## src/rtl/cfa_final_add_if.sv

```systemverilog
// Handshake bundle for the final carry-propagate adder:
// carry-save pair in, binary product out.
interface cfa_final_add_if #(
  parameter int WIDTH = 16
);
  logic             in_valid;
  logic             in_ready;
  logic [WIDTH-1:0] vec_a;
  logic [WIDTH-1:0] vec_b;
  logic             out_valid;
  logic             out_ready;
  logic [WIDTH-1:0] product;
  logic             cout_err;

  modport master (
    output in_valid,
    output vec_a,
    output vec_b,
    output out_ready,
    input  in_ready,
    input  out_valid,
    input  product,
    input  cout_err
  );

  modport slave (
    input  in_valid,
    input  vec_a,
    input  vec_b,
    input  out_ready,
    output in_ready,
    output out_valid,
    output product,
    output cout_err
  );
endinterface

```

## src/rtl/cfa_final_add.sv

```systemverilog
// Two-stage split-carry adder folding the Dadda tree's
// carry-save vectors into the final product.
module cfa_final_add #(
  parameter int WIDTH = 16,
  parameter int SPLIT = 8
) (
  input logic           clk,
  input logic           rst_n,
  cfa_final_add_if.slave io
);
  localparam int HI = WIDTH - SPLIT;

  logic             s1_v;
  logic             s2_v;
  logic [SPLIT-1:0] s1_lo;
  logic             s1_c;
  logic [HI-1:0]    s1_ahi;
  logic [HI-1:0]    s1_bhi;
  logic [WIDTH-1:0] prod_q;
  logic             cout_q;

  logic             s2_free;
  logic             s1_adv;
  logic             accept;
  logic [SPLIT:0]   lo_sum;
  logic [HI:0]      hi_sum;

  // in_ready depends only on state and out_ready
  assign s2_free = !s2_v || io.out_ready;
  assign s1_adv  = s1_v && s2_free;
  assign accept  = io.in_valid && io.in_ready;

  assign io.in_ready  = !s1_v || s2_free;
  assign io.out_valid = s2_v;
  assign io.product   = prod_q;
  assign io.cout_err  = cout_q;

  assign lo_sum = {1'b0, io.vec_a[SPLIT-1:0]}
                + {1'b0, io.vec_b[SPLIT-1:0]};

  assign hi_sum = {1'b0, s1_ahi}
                + {1'b0, s1_bhi}
                + {{HI{1'b0}}, s1_c};

  always_ff @(posedge clk or negedge rst_n) begin
    if (!rst_n) begin
      s1_v <= 1'b0;
    end else if (accept) begin
      s1_v <= 1'b1;
    end else if (s1_adv) begin
      s1_v <= 1'b0;
    end
  end

  always_ff @(posedge clk or negedge rst_n) begin
    if (!rst_n) begin
      s1_lo  <= '0;
      s1_c   <= 1'b0;
      s1_ahi <= '0;
      s1_bhi <= '0;
    end else if (accept) begin
      s1_lo  <= lo_sum[SPLIT-1:0];
      s1_c   <= lo_sum[SPLIT];
      s1_ahi <= io.vec_a[WIDTH-1:SPLIT];
      s1_bhi <= io.vec_b[WIDTH-1:SPLIT];
    end
  end

  always_ff @(posedge clk or negedge rst_n) begin
    if (!rst_n) begin
      s2_v <= 1'b0;
    end else if (s1_adv) begin
      s2_v <= 1'b1;
    end else if (io.out_ready) begin
      s2_v <= 1'b0;
    end
  end

  always_ff @(posedge clk or negedge rst_n) begin
    if (!rst_n) begin
      prod_q <= '0;
      cout_q <= 1'b0;
    end else if (s1_adv) begin
      prod_q <= {hi_sum[HI-1:0], s1_lo};
      cout_q <= hi_sum[HI];
    end
  end

endmodule

```

## src/flat_wrapper.sv

```systemverilog
// flat-port wrapper written by rule: the top's interface ports become plain ports
module cfa_final_add_flat 
#(
  parameter int WIDTH = 16,
  parameter int SPLIT = 8
)
  (clk, rst_n, io_in_valid, io_vec_a, io_vec_b, io_out_ready, io_in_ready, io_out_valid, io_product, io_cout_err);
  cfa_final_add_if #(.WIDTH(WIDTH)) io_i ();
  input logic clk;
  input logic rst_n;
  input wire logic [$bits(io_i.in_valid)-1:0] io_in_valid;
  input wire logic [$bits(io_i.vec_a)-1:0] io_vec_a;
  input wire logic [$bits(io_i.vec_b)-1:0] io_vec_b;
  input wire logic [$bits(io_i.out_ready)-1:0] io_out_ready;
  output wire logic [$bits(io_i.in_ready)-1:0] io_in_ready;
  output wire logic [$bits(io_i.out_valid)-1:0] io_out_valid;
  output wire logic [$bits(io_i.product)-1:0] io_product;
  output wire logic [$bits(io_i.cout_err)-1:0] io_cout_err;
  assign io_i.in_valid = io_in_valid;
  assign io_i.vec_a = io_vec_a;
  assign io_i.vec_b = io_vec_b;
  assign io_i.out_ready = io_out_ready;
  assign io_in_ready = io_i.in_ready;
  assign io_out_valid = io_i.out_valid;
  assign io_product = io_i.product;
  assign io_cout_err = io_i.cout_err;
  cfa_final_add #(.WIDTH(WIDTH), .SPLIT(SPLIT)) u_core (.clk(clk), .rst_n(rst_n), .io(io_i));
endmodule
```

## config.mk

```make
export PLATFORM = sky130hd
export DESIGN_NAME = cfa_final_add_flat
export DESIGN_NICKNAME = d
export VERILOG_FILES = /design/src/rtl/cfa_final_add_if.sv /design/src/rtl/cfa_final_add.sv /design/src/flat_wrapper.sv
export SDC_FILE = /design/constraint.sdc
export NUM_CORES = 1
export LEC_CHECK = 0
export ABC_AREA = 1
export CORE_ASPECT_RATIO = 1.2
export CORE_MARGIN = 4
export CORE_UTILIZATION = 35
export CTS_CLUSTER_DIAMETER = 120
export DETAILED_ROUTE_END_ITERATION = 8
export SLEW_MARGIN = 10
export SYNTH_ARGS = -nofsm -noshare
export SYNTH_HDL_FRONTEND = slang
export SYNTH_SLANG_ARGS = --single-unit
```

## constraint.sdc

```tcl
create_clock -name clk -period 1.92 [get_ports clk]
set_clock_uncertainty 0.1 [all_clocks]
set_input_delay 0.384 -clock clk [delete_from_list [all_inputs] [get_ports clk]]
set_output_delay 0.384 -clock clk [all_outputs]
set_load 0.1 [all_outputs]
```

==> run metrics, run 1 <==
Die Span X 82.9 µm; Crit path required time 2050 ps; share of layout cells above drive strength 1 0.160; num ports 55; die span in y 97.9 µm; DP Wirelength 3790 µm; Slew HR 0.660; actual slew at the worst max-slew pin 510 ps; maximum vdd ir drop 639 µV; synthesis-to-finish area growth 43.9%; clock-pin slew on the worst setup and hold paths 80 ps; Gate Count Post-Synth 294; Yosys warning count 0; per-cell routed wire length 10.7 µm; PortBufs 54; total clock sinks 44; Final WS setup -11.4 ps; GP Congestion 0.815; Total Die Area 8120 µm²; RSZ-0062 raised after global routing yes; drc violations 0; kind of critical path reg2reg; register area share after synthesis 0.467; met3 routed WL 185 µm; Mapped Avg Cell Area 8.02 µm²; routed wl met2 2170 µm; grt total ovfl 0; Yosys reg bits 44; Syn Std Cell Area 2360 µm²; Crit. End Element register; most common cell after layout, fill and taps aside nand2_1; kind of start point of the critical path register; CTS H-tree depth 2; synth unique cells 23; CTS Buf Count 5; Max Freq 0.518 GHz; gr usage total 0.123; Initial DRT Pass Iterations 4; Final Critical Period 1930 ps; DR vias 1994; DR iter-0 viols 74; CTS tree done; Register-to-Register Path Depth 9; Synth Net Count 348; Finish-stage setup viols 1; Hold Fails Final Rpt 0; Crit. Startpoint u_core.s1_bhi[0]$_DFFE_PN0P_; largest net degree at the start of global routing 25; final period utilization 1.01; antenna violations before repair 0; Clock Path Buffers 2; vias per cell 4.46; RR Startpoint u_core.s1_bhi[0]$_DFFE_PN0P_; internal reg-to-reg setup slack -10 ps; floorplan core area 6490 µm²; result of the run finished with violations; final instance area 3390 µm²; diode count 0; number of global-route vias before repair 1937; CP arrival 2060 ps; Hold Path Class reg2reg; LEAKAGE 0.00174 µW; Layout Nets 415; highest metal used met4; violated checks negative setup slack; pre-CTS WS -175 ps; root buffer cell clkbuf_8; final wirelength 4790 µm; first-pass GRT wire length 8390 µm; Skew-Pair Late Insertion Delay 300 ps; met1 WL 2350 µm; max cap viols 0; Initial Utilization 0.364; commonest cells after routing, fill and taps aside nand2_1, dfrtp_1, clkdlybuf4s50_1, inv_1, buf_12; PwrDens 1360 nW/µm²; Placed Area 3240 µm²; Setup crit end u_core.io.product[14]$_DFFE_PN0P_; DRT antenna net count 0; critical path peak fanout 3; RR Endpoint u_core.io.product[14]$_DFFE_PN0P_; Slew Limit Fails 0; Cell Rows 32
-- worst min-delay path by stage --
stage,slack [ps],end,startpoint,depth (start not counted)
after global routing,410,u_core.io.product[5]$_DFFE_PN0P_,u_core.s1_lo[5]$_DFFE_PN0P_,2
final,380,u_core.io.product[5]$_DFFE_PN0P_,u_core.s1_lo[5]$_DFFE_PN0P_,2
after floorplan,-10,u_core.io.cout_err$_DFFE_PN0P_,rst_n,0
after CTS,380,u_core.io.product[5]$_DFFE_PN0P_,u_core.s1_lo[5]$_DFFE_PN0P_,2
after detailed placement,280,u_core.s1_lo[1]$_DFFE_PN0P_,rst_n,1
after global placement,280,u_core.io.product[2]$_DFFE_PN0P_,rst_n,1
-- cell type report --
class / instances / area (µm²)
timing repair buffer: 68 / 858
sequential: 44 / 1100
multi-input combinational: 214 / 1140
tap: 85 / 106
clock buffer: 6 / 72.6
fill: 645 / 3090
inverter: 28 / 105
clock inverter: 2 / 12.5
-- report_power, final --
part | internal (µW) | switching, µW
Clock | 254 | 307
Combinational | 983 | 1680
Sequential | 1170 | 224
Total | 2410 | 2210
-- layer usage --
metal	vias to the layer above	global-route usage
met5	-	0
met4	0	0.0491
met3	5	0.0253
met2	37	0.196
met1	890	0.164
li1	1062	-
-- registers in the layout (all words and copies together), names as in the netlist --
name	count
u_core.s1_ahi	8
u_core.io.out_valid	1
u_core.s1_v	1
u_core.s1_c	1
u_core.io.product	16
u_core.s1_bhi	8
u_core.io.cout_err	1
u_core.s1_lo	8
-- worst max-delay path: stages (launching register included) --
cell and delay (ps):
dfrtp_1 410, fa_2 420, fa_2 380, nand2_2 70, nand2_2 60, nand3b_1 100
nand2_1 80, nand2_1 80, nand3_2 80, nand2_2 70
-- cell usage after synthesis --
cell type,instances,share of area
dfrtp_1,44,0.47
fa_1,3,0.025
nand3b_1,4,0.013
o22ai_2,2,0.011
nor2_1,9,0.014
inv_2,2,0.0032
buf_2,5,0.011
inv_1,26,0.041
ha_1,15,0.080
or2_2,1,0.0027
o21ai_1,4,0.0085
buf_4,1,0.0032
nand3_1,19,0.040
a211oi_1,1,0.0032
nand2_2,2,0.0053
o21bai_1,1,0.0032
nand3_2,1,0.0042
a21oi_1,10,0.021
or2_1,2,0.0053
buf_6,2,0.0095
nand2_1,132,0.21
o21ai_0,7,0.015
xnor2_1,1,0.0037
-- metrics by stage --
step / TNS (ps) / utilization / hold slack, ps / cells / power, µW
final: -11.4 / 0.523 / 377 / 447 / 4620
after global routing: -261 / 0.523 / 414 / 447 / 4870
after CTS: 0 / 0.516 / 380 / 444 / 4610
after detailed placement: -832 / 0.500 / 283 / 435 / 4040
after global placement: -619 / 0.500 / 285 / 435 / 4010
after floorplan: 0 / - / -11.6 / 294 / 3010
-- cell families after synthesis --
kind of cell / after synthesis / share of synthesized area
AOI/OAI and AO/OA: 25 / 0.0615
xor gates and xnor gates: 1 / 0.00371
adders and majority gates: 18 / 0.105
buffers and inverters: 36 / 0.0679
DFF: 44 / 0.467
and+or+nand+nor: 170 / 0.295
-- repair_timing --
item                                   4_1_cts  5_1_grt
pin swaps                                    1        6
setup endpoints to repair                    2        3
buffers inserted                             0        3
endpoints found under the hold margin       21        0
resized for setup                            2        8
hold buffers                                 1        0
(Power assumes the default switching activity.)
==> run 2: changes to the inputs <==
Settings changed: CORE_MARGIN 4 to default.
==> run 2 against run 1 <==
The run now ends clean. Final cell count is 0.45% lower. Cell area is 0.37% lower. Sequential power hardly changed. Non-clock buffer count is 2 lower. Register-to-register slack better by 20 ps. Largest cell class unchanged.
==> run metrics, run 2 (synthesis gave the netlist of run 1 again) <==
result of the run completed; Skew-Pair Late Insertion Delay 290 ps (about the same); diode count 0 (unchanged); Final Power 4690 µW (+1.5%); most common cell after layout, fill and taps aside nand2_1; P_sw 2180 µW (-1.7%); floorplan core area 6490 µm² (unchanged); final period utilization 0.993 (-0.0128); actual slew at the worst max-slew pin 343 ps (-167 ps); largest net degree at the start of global routing 25 (unchanged); Worst Hold Depth 2 (unchanged); Hold Path Class reg2reg; Combinational Power Share 0.559 (-0.018); first-pass GRT wire length 7770 µm (-7.4%); Initial Utilization 0.364 (unchanged); Max Freq 0.524 GHz (+1.3%); final wirelength 4440 µm (-7.4%); max reg flops 16 (unchanged); DP Wirelength 3570 µm (-5.9%); Initial DRT Pass Iterations 4 (unchanged); Hold Fails Final Rpt 0 (unchanged); commonest cells after routing, fill and taps aside nand2_1, dfrtp_1, clkdlybuf4s50_1, inv_1, buf_12; Crit path required time 2010 ps (-40 ps); pre-CTS WS -190 ps (-15.4 ps); DRT antenna net count 0 (unchanged); root buffer cell clkbuf_8; clock network fraction of total power 0.144 (+0.022); antenna violations before repair 0 (unchanged); drc violations 0 (unchanged); critical path peak fanout 3 (unchanged); Cell Rows 32 (unchanged); filler instances 641 (-0.62%); GP Congestion 0.769 (-5.7%); maximum vdd ir drop 823 µV (+29%); CP arrival 2000 ps (-60 ps); RSZ-0062 raised after global routing yes; share of layout cells above drive strength 1 0.153 (-0.00744); max cap viols 0 (unchanged); Final WS setup 13.2 ps (+24.6 ps); Final Core Density 0.521 (-0.00193); PwrDens 1390 nW/µm² (+1.9%); clock-pin slew on the worst setup and hold paths 80 ps (about the same); Final Critical Period 1910 ps (-24.6 ps); Total Die Area 7070 µm² (-13%); Die Span X 76.9 µm (-7.2%); die span in y 91.9 µm (-6.1%); PortBufs 54 (unchanged); vias per cell 4.42 (-0.81%); Finish-stage setup viols 0 (-1); DR iter-0 viols 58 (-22%); CTS H-tree depth 2 (unchanged); Slew HR 0.771 (+0.111); Cell Int Power 2510 µW (+4.4%); switch share 0.464 (-0.0151); synthesis-to-finish area growth 43.3%; Crit. End Element register; Layout Nets 413 (-0.48%); grt total ovfl 0 (unchanged); num ports 55 (unchanged); Clock Path Buffers 2 (unchanged); Register-to-Register Path Depth 8 (-1); Slew Limit Fails 0 (unchanged); CTS Buf Count 5 (unchanged); kind of start point of the critical path register; dpl cells 435 (unchanged); per-cell routed wire length 9.98 µm (-7.0%); LEAKAGE 0.00173 µW (-0.20%); total clock sinks 44 (unchanged); CTS tree done; number of global-route vias before repair 1751 (-9.6%); DR vias 1969 (-1.3%); part of the power in registers 0.296 (-0.006); gr usage total 0.138 (+0.0150); setup TNS 0 ps (+11.4 ps); Final Non-Filler Cells 445 (-0.45%); kind of critical path reg2reg
-- run 2: critical path, cell delays in order, from the launching register on --
cell and delay, ps:
dfrtp_1 400, fa_2 420, fa_2 380, nand2_2 70, nand2_2 60, nand3b_1 120, nand3_1 110, nand3_2 100
nand2_1 50
-- run 2: path summary, 6_finish.rpt --
path | from | end | slack [ps]
worst max-delay path | u_core.s1_c$_DFFE_PN0P_ | u_core.io.product[14]$_DFFE_PN0P_ | 10
worst min-delay path | u_core.s1_lo[7]$_DFFE_PN0P_ | u_core.io.product[7]$_DFFE_PN0P_ | 380
worst max register to register | u_core.s1_c$_DFFE_PN0P_ | u_core.io.product[14]$_DFFE_PN0P_ | 10
worst min register to register | u_core.s1_lo[7]$_DFFE_PN0P_ | u_core.io.product[7]$_DFFE_PN0P_ | 380
max in group asynchronous | rst_n | u_core.io.out_valid$_DFFE_PN0P_ | 750
min in group asynchronous | rst_n | u_core.io.product[15]$_DFFE_PN0P_ | 430
-- run 2: what timing repair did --
action                                  in CTS  in global routing
pin swaps                                    0                  5
hold buffers                                 1                  0
gates resized for setup                      1                  7
buffers inserted                             0                  1
hold endpoints to repair                    13                  0
endpoints found under the setup margin       2                  3
-- run 2: metal layers --
metal	routed length [µm]	GRT usage	part of all wire	up-vias
met1	2250	0.200	0.51	866
met2	1940	0.204	0.44	45
met5	0	0	0	-
met4	76	0.0529	0.017	0
li1	-	-	-	1052
met3	167	0.0259	0.038	6
-- run 2: area by class of cell --
type                            instances  area (µm²)  area share
Inverter                               28         105      0.0311
Timing Repair Buffer                   66         831       0.246
Clock inverter                          2        35.0      0.0104
Multi-Input combinational cell        214        1130       0.334
Tap cell                               85         106      0.0315
Clock buffer                            6        72.6      0.0215
Sequential cell                        44        1100       0.326
-- run 2: power groups by stage --
stage	clock network, µW	logic, µW	registers (µW)
6_report	676	2620	1390
5_1_grt	736	2780	1420
4_1_cts	702	2620	1390
3_5_place_dp	0	2610	1410
3_3_place_gp	0	2590	1400
2_1_floorplan	0	593	2420
-- run 2: stage by stage --
step                hold WS [ps]  area [µm²]
detailed placement           214        3230
CTS                          384        3350
finish                       381        3380
global placement             207        3230
global route                 394        3380
floorplan                  -11.6        2370
